### src/rtl/qpu_meas_pkg.sv
// Shared types and width helpers for the measurement-collect block.
// Both helpers clamp to 1 so degenerate parameters still give legal vectors.
package qpu_meas_pkg;

    typedef enum logic [1:0] {
        ST_IDLE,
        ST_COLLECT,
        ST_WBCK
    } meas_st_e;

    function automatic int qidx_w(input int n);
        return (n > 1) ? $clog2(n) : 1;
    endfunction

    function automatic int tmo_w(input int n);
        return (n > 1) ? $clog2(n) : 1;
    endfunction

endpackage

### src/rtl/qpu_meas_tmo_cnt.sv
// Idle-cycle counter for the collect phase.
// o_tc fires on the increment that brings the count to TMO_CYC-1.
module qpu_meas_tmo_cnt
    import qpu_meas_pkg::*;
#(
    parameter int TMO_CYC = 1023
) (
    input  logic clk,
    input  logic rst_n,
    input  logic i_clr,
    input  logic i_en,
    output logic o_tc
);

    localparam int CNT_W = tmo_w(TMO_CYC);

    logic [CNT_W-1:0] r_cnt;

    always_ff @(posedge clk) begin
        if (!rst_n) begin
            r_cnt <= '0;
        end else if (i_clr) begin
            r_cnt <= '0;
        end else if (i_en) begin
            r_cnt <= r_cnt + CNT_W'(1);
        end
    end

    // Compare against the pre-increment value so the forced writeback
    // lands exactly TMO_CYC cycles after the last activity.
    assign o_tc = i_en && (r_cnt == CNT_W'(TMO_CYC - 2));

endmodule

### src/rtl/qpu_mcu_meas_collect.sv
// Collects per-qubit readout results for one measurement batch and writes
// the assembled word to the result register file, with idle timeout.
module qpu_mcu_meas_collect
    import qpu_meas_pkg::*;
#(
    parameter  int QUBIT_NUM = 12,
    parameter  int TMO_CYC   = 1023,
    localparam int QIDX_W    = qidx_w(QUBIT_NUM)
) (
    input  logic                 clk,
    input  logic                 rst_n,
    input  logic                 meas_req_valid,
    input  logic [QUBIT_NUM-1:0] meas_req_list,
    output logic                 meas_req_ready,
    input  logic                 rd_valid,
    input  logic [QIDX_W-1:0]    rd_idx,
    input  logic                 rd_result,
    output logic                 mcu_measure_o_wen,
    output logic [QUBIT_NUM-1:0] mcu_measure_o_data,
    output logic [QUBIT_NUM-1:0] mcu_measure_o_list,
    output logic                 timeout_err,
    output logic                 unexp_err
);

    meas_st_e r_state, w_state_nxt;

    logic [QUBIT_NUM-1:0] r_pending, r_list, r_data;
    logic [QUBIT_NUM-1:0] w_pend_nxt, w_data_nxt;
    logic [QUBIT_NUM-1:0] r_out_data, r_out_list;
    logic                 r_wen, r_tmo_err, r_unexp;

    logic w_idx_ok, w_hit, w_accept, w_tmo_en, w_tc;
    logic w_to_wbck, w_timeout;

    assign w_idx_ok = 32'(rd_idx) < QUBIT_NUM;
    assign w_hit    = (r_state == ST_COLLECT) && rd_valid && w_idx_ok && r_pending[rd_idx];
    assign w_accept = (r_state == ST_IDLE) && meas_req_valid && (|meas_req_list);
    assign w_tmo_en = (r_state == ST_COLLECT) && !w_hit;

    qpu_meas_tmo_cnt #(
        .TMO_CYC (TMO_CYC)
    ) u_tmo_cnt (
        .clk   (clk),
        .rst_n (rst_n),
        .i_clr (w_accept || w_hit),
        .i_en  (w_tmo_en),
        .o_tc  (w_tc)
    );

    always_comb begin
        w_pend_nxt = r_pending;
        w_data_nxt = r_data;
        if (w_accept) begin
            w_pend_nxt = meas_req_list;
            w_data_nxt = '0;
        end else if (w_hit) begin
            w_pend_nxt[rd_idx] = 1'b0;
            w_data_nxt[rd_idx] = rd_result;
        end
    end

    always_ff @(posedge clk) begin
        if (!rst_n) r_state <= ST_IDLE;
        else        r_state <= w_state_nxt;
    end

    // A completing result wins over a timeout in the same cycle.
    always_comb begin
        w_state_nxt = r_state;
        w_to_wbck   = 1'b0;
        w_timeout   = 1'b0;
        case (r_state)
            ST_IDLE: begin
                if (w_accept) w_state_nxt = ST_COLLECT;
            end
            ST_COLLECT: begin
                if (w_hit && (w_pend_nxt == '0)) begin
                    w_state_nxt = ST_WBCK;
                    w_to_wbck   = 1'b1;
                end else if (w_tc) begin
                    w_state_nxt = ST_WBCK;
                    w_to_wbck   = 1'b1;
                    w_timeout   = 1'b1;
                end
            end
            ST_WBCK: begin
                w_state_nxt = ST_IDLE;
            end
            default: begin
                w_state_nxt = ST_IDLE;
            end
        endcase
    end

    // Write strobe is registered on the edge entering WBCK so it is
    // visible during the WBCK cycle itself.
    always_ff @(posedge clk) begin
        if (!rst_n) begin
            r_pending  <= '0;
            r_list     <= '0;
            r_data     <= '0;
            r_wen      <= 1'b0;
            r_out_data <= '0;
            r_out_list <= '0;
            r_tmo_err  <= 1'b0;
            r_unexp    <= 1'b0;
        end else begin
            r_pending  <= w_pend_nxt;
            r_data     <= w_data_nxt;
            if (w_accept) r_list <= meas_req_list;
            r_wen      <= w_to_wbck;
            r_out_data <= w_to_wbck ? w_data_nxt : '0;
            r_out_list <= w_to_wbck ? r_list : '0;
            r_tmo_err  <= w_timeout;
            r_unexp    <= rd_valid && !w_hit;
        end
    end

    assign meas_req_ready     = (r_state == ST_IDLE);
    assign mcu_measure_o_wen  = r_wen;
    assign mcu_measure_o_data = r_out_data;
    assign mcu_measure_o_list = r_out_list;
    assign timeout_err        = r_tmo_err;
    assign unexp_err          = r_unexp;

endmodule
### config.mk
export PLATFORM = sky130hd
export DESIGN_NAME = qpu_mcu_meas_collect
export DESIGN_NICKNAME = d
export VERILOG_FILES = /design/src/rtl/qpu_meas_pkg.sv /design/src/rtl/qpu_meas_tmo_cnt.sv /design/src/rtl/qpu_mcu_meas_collect.sv
export SDC_FILE = /design/constraint.sdc
export NUM_CORES = 1
export LEC_CHECK = 0
export CAP_MARGIN = 5
export CELL_PAD_IN_SITES_DETAIL_PLACEMENT = 0
export CELL_PAD_IN_SITES_GLOBAL_PLACEMENT = 1
export CORE_MARGIN = 3
export CORE_UTILIZATION = 35
export CTS_CLUSTER_DIAMETER = 30
export CTS_CLUSTER_SIZE = 25
export DETAILED_ROUTE_END_ITERATION = 8
export DONT_BUFFER_PORTS = 1
export HOLD_SLACK_MARGIN = 0.12
export PLACE_DENSITY_LB_ADDON = 0.1
export SLEW_MARGIN = 20
export SYNTH_ARGS = -nofsm -noshare
export SYNTH_HDL_FRONTEND = slang
export SYNTH_SLANG_ARGS = --single-unit
export TNS_END_PERCENT = 1
### constraint.sdc
create_clock -name clk -period 2.95 [get_ports clk]
set_input_delay 0.1475 -clock clk [delete_from_list [all_inputs] [get_ports clk]]
set_output_delay 0.1475 -clock clk [all_outputs]
set_load 0.02 [all_outputs]
==> results by group <==
Setup path
  • Largest stage delay, worst path: 0.78 ns
  • FF-to-FF setup slack: 0.63 ns
  • Critical path startpoint: r_pending[5]$_SDFF_PN0_
  • Crit. End Element: register
  • Worst r2r src: r_pending[5]$_SDFF_PN0_
  • Critical Path AT: 2.60 ns
  • Cell breakdown of the critical path: mux4_1 -> nand3_1 -> nand3_4 -> or4_4 -> a21boi_0
  • Critical path class: register to register
  • R2R depth: 5
  • Slowest-stage cell, CP: or4_4
  • Buf/Inv on CP: 0
  • CP Launch Type: register
  • Crit path depth: 5
  • CP Data Required Time: 3.23 ns
  • Reg2reg end: mcu_measure_o_list[5]$_SDFF_PN0_
  • Crit path max fanout: 27
  • Crit path capture: mcu_measure_o_list[5]$_SDFF_PN0_
  • Delay-heaviest family, CP: simple AND/OR/NAND/NOR gates

Placed design
  • Area after DPL: 3300 sq um
  • Count of buffers from port buffering: 0
  • GPL Wtd Cong: 0.820
  • Hpwl dp: 5590 microns

Routing
  • Routed WL: 8110 microns
  • Remaining antenna violation count after routing: 0
  • Vias: 2482
  • Drt wl/cell: 17.3 microns
  • Drc violations: 0
  • Via density: 5.29
  • TritonRoute pass-1 iters: 4
  • Starting DRT DRC Count: 93

Floorplan
  • Chip width: 102 microns
  • Core Rows: 34
  • Initial Util: 36.4%
  • Die Y: 102 microns
  • Die area: 10400 sq um
  • Total core area: 8850 sq um
  • I/O pin cnt: 49

Hold path
  • Hold crit path type: input pin to register

STA
  • Clock skew: 0.00978 ns
  • Slew headroom: 44.6%
  • Max Slew Vio Count: 0
  • Hold Vio Cnt, Final: 0
  • Final period util: 78.7%
  • FMAX: 431 MHz
  • Worst slew pin tran: 0.829 ns
  • Final setup vio count: 0
  • Fin crit period: 2.32 ns
  • Unrepaired setup endpoints after global routing: false
  • Setup_tns: 0 ns

Global routing
  • Largest net degree at the start of global routing: 28
  • First-pass GRT wire length: 13300 microns
  • Vias in the first global route: 2466
  • Global route overflow: 0
  • Total Routing Usage GR: 16.8%
  • Antenna violations before repair: 0

Synthesis
  • Synth top cells by count: 75 x dfxtp_1, 45 x nand2_1, 29 x nor2_1
  • Syn_nets: 368
  • Number of synthesized flops with an enable pin: 0
  • Synth top area cells: dfxtp_1 47%, a21boi_0 6.5%, nand2_1 5.2%
  • Synth Area in XOR/XNOR: 1.09%
  • Mean Syn Cell Area: 9.35 sq um
  • Synthesis-stage register bit count: 75
  • Largest family of logic cells by synthesized area: simple AND/OR/NAND/NOR gates
  • Leading cell type by number of instances after synthesis: dfxtp_1
  • Gate Count Post-Synth: 345
  • YS warnings: 0
  • Post-synthesis sequential area ratio: 46.6%
  • Compound-Gate Fraction of Synth Area: 17.4%
  • Distinct cells, synth: 47
  • Post-synthesis adder-cell area fraction: 0.776%
  • Cell area after synthesis: 3220 sq um
  • Post-synth top area share: 46.6%
  • Ys flop type: dfxtp_1
  • Post-Synth Simple-Gate Area: 22.3%
  • Asr flop ratio synth: 0%
  • Post-synthesis mux area share: 7.30%
  • Synth area leader: dfxtp_1

Final layout
  • Layout cell share with drive strength beyond 1: 14.1%
  • Nets: 380
  • Final Instance Area: 3630 sq um
  • Diode count: 0
  • Layout Area Growth over Synthesis: 12.6%
  • Core Util, Final: 41.0%

Clocking
  • PostCTS Resize Cnt: 0
  • Worst skew pair latency: 0.35 ns
  • Clk sink count: 75
  • H-tree levels: 3
  • CTS Buffer Depth: 2
  • Post-CTS setup buffers: 0
  • Num CTS Buffers: 9
  • CTS tree: yes
  • # hold bufs at CTS: 16
  • Root buffer cell: clkbuf_8
  • Clock-pin slew on the worst setup and hold paths: 0.08 ns

Flow run
  • Max cap viols: 0

Status
  • Status: completed

Pwr
  • Pwr Density: 526 nW/um^2
  • Leakage: 1.30 nW
  • VDD IR max: 0.000215 V
==> logic make-up after synthesis <==
| logic type | Yosys count |
|---|---|
| compound gates | 72 |
| xor+xnor | 4 |
| fa+ha+maj | 2 |
| buf+inv | 30 |
| flops | 75 |
| mux | 19 |
| simple gates | 143 |
==> state kept, by name, indices dropped and copies added, names as in the netlist <==
| name | flops |
|---|---|
| u_tmo_cnt.r_cnt | 10 |
| r_list | 12 |
| mcu_measure_o_list | 12 |
| r_data | 12 |
| mcu_measure_o_wen | 1 |
| timeout_err | 1 |
| r_state | 2 |
| r_pending | 12 |
| unexp_err | 1 |
| mcu_measure_o_data | 12 |
==> worst min path at each step <==
stage,from,to,slack [ns],depth (start not counted)
floorplan,rd_valid,unexp_err$_SDFF_PN0_,0.26,2
global placement,rst_n,r_pending[3]$_SDFF_PN0_,0.29,1
detailed placement,rd_valid,unexp_err$_SDFF_PN0_,0.27,2
CTS,rst_n,r_data[7]$_SDFF_PN0_,0.18,3
global route,rst_n,r_data[5]$_SDFF_PN0_,0.19,3
finish,rst_n,r_data[4]$_SDFF_PN0_,0.19,3
==> worst reg2reg max path, stage by stage (launching register included) <==
cell      delay [ns]
dfxtp_1         0.34
mux4_1          0.51
nand3_1         0.24
nand3_4         0.14
or4_4           0.78
a21boi_0        0.24
==> per-stage QoR <==
step                hold WS, ns  power (mW)  cells  setup slack, ns
floorplan                 0.261        1.18    345            0.855
global placement          0.285        1.21    438            0.665
detailed placement        0.267        1.21    438            0.629
CTS                       0.176        1.94    469            0.615
global route              0.189        2.00    469            0.423
finish                    0.188        1.91    469            0.629
==> cell usage in the layout, fill, tap and decap left out, types with 3 or more instances in the layout <==
cell type      synthesis  final
or4_1                  5      5
a21oi_1                7      7
a21oi_2               12     12
o21ai_0                3      3
nand4_1                8      8
a21boi_2               5      5
dlygate4sd3_1          0     16
nand2_1               45     45
nand3_1               28     28
dfxtp_1               75     75
nor2b_1                6      6
nand4b_1               3      3
xnor2_1                3      3
mux2i_1               16     16
nor2_1                29     29
a21boi_0              28     28
inv_1                  7      7
or2_2                  5      5
clkbuf_8               0      9
buf_4                  0      8
or3_1                  3      3
==> layout make-up <==
| class | count | area, sq um |
|---|---|---|
| fill | 927 | 5220 |
| sequential | 75 | 1500 |
| timing repair buffer | 24 | 220 |
| multi-input combinational | 240 | 1580 |
| clock inverter | 6 | 42.5 |
| inverter | 7 | 26.3 |
| tap | 108 | 135 |
| clock buffer | 9 | 124 |
==> where the power goes <==
part / switching, mW / total (mW) / internal [mW]
registers: 0.0213 / 1.06 / 1.03
logic: 0.0861 / 0.156 / 0.0700
clock network: 0.394 / 0.696 / 0.302
==> routing by layer <==
layer | track usage [%] | wire, microns | vias up
li1 | - | - | 1238
met4 | 6.86 | 160 | 0
met1 | 24.2 | 4130 | 1165
met3 | 3.55 | 347 | 15
met5 | 0 | 0 | -
met2 | 24.3 | 3470 | 64
Note: power is estimated with default switching activity, not from simulation.
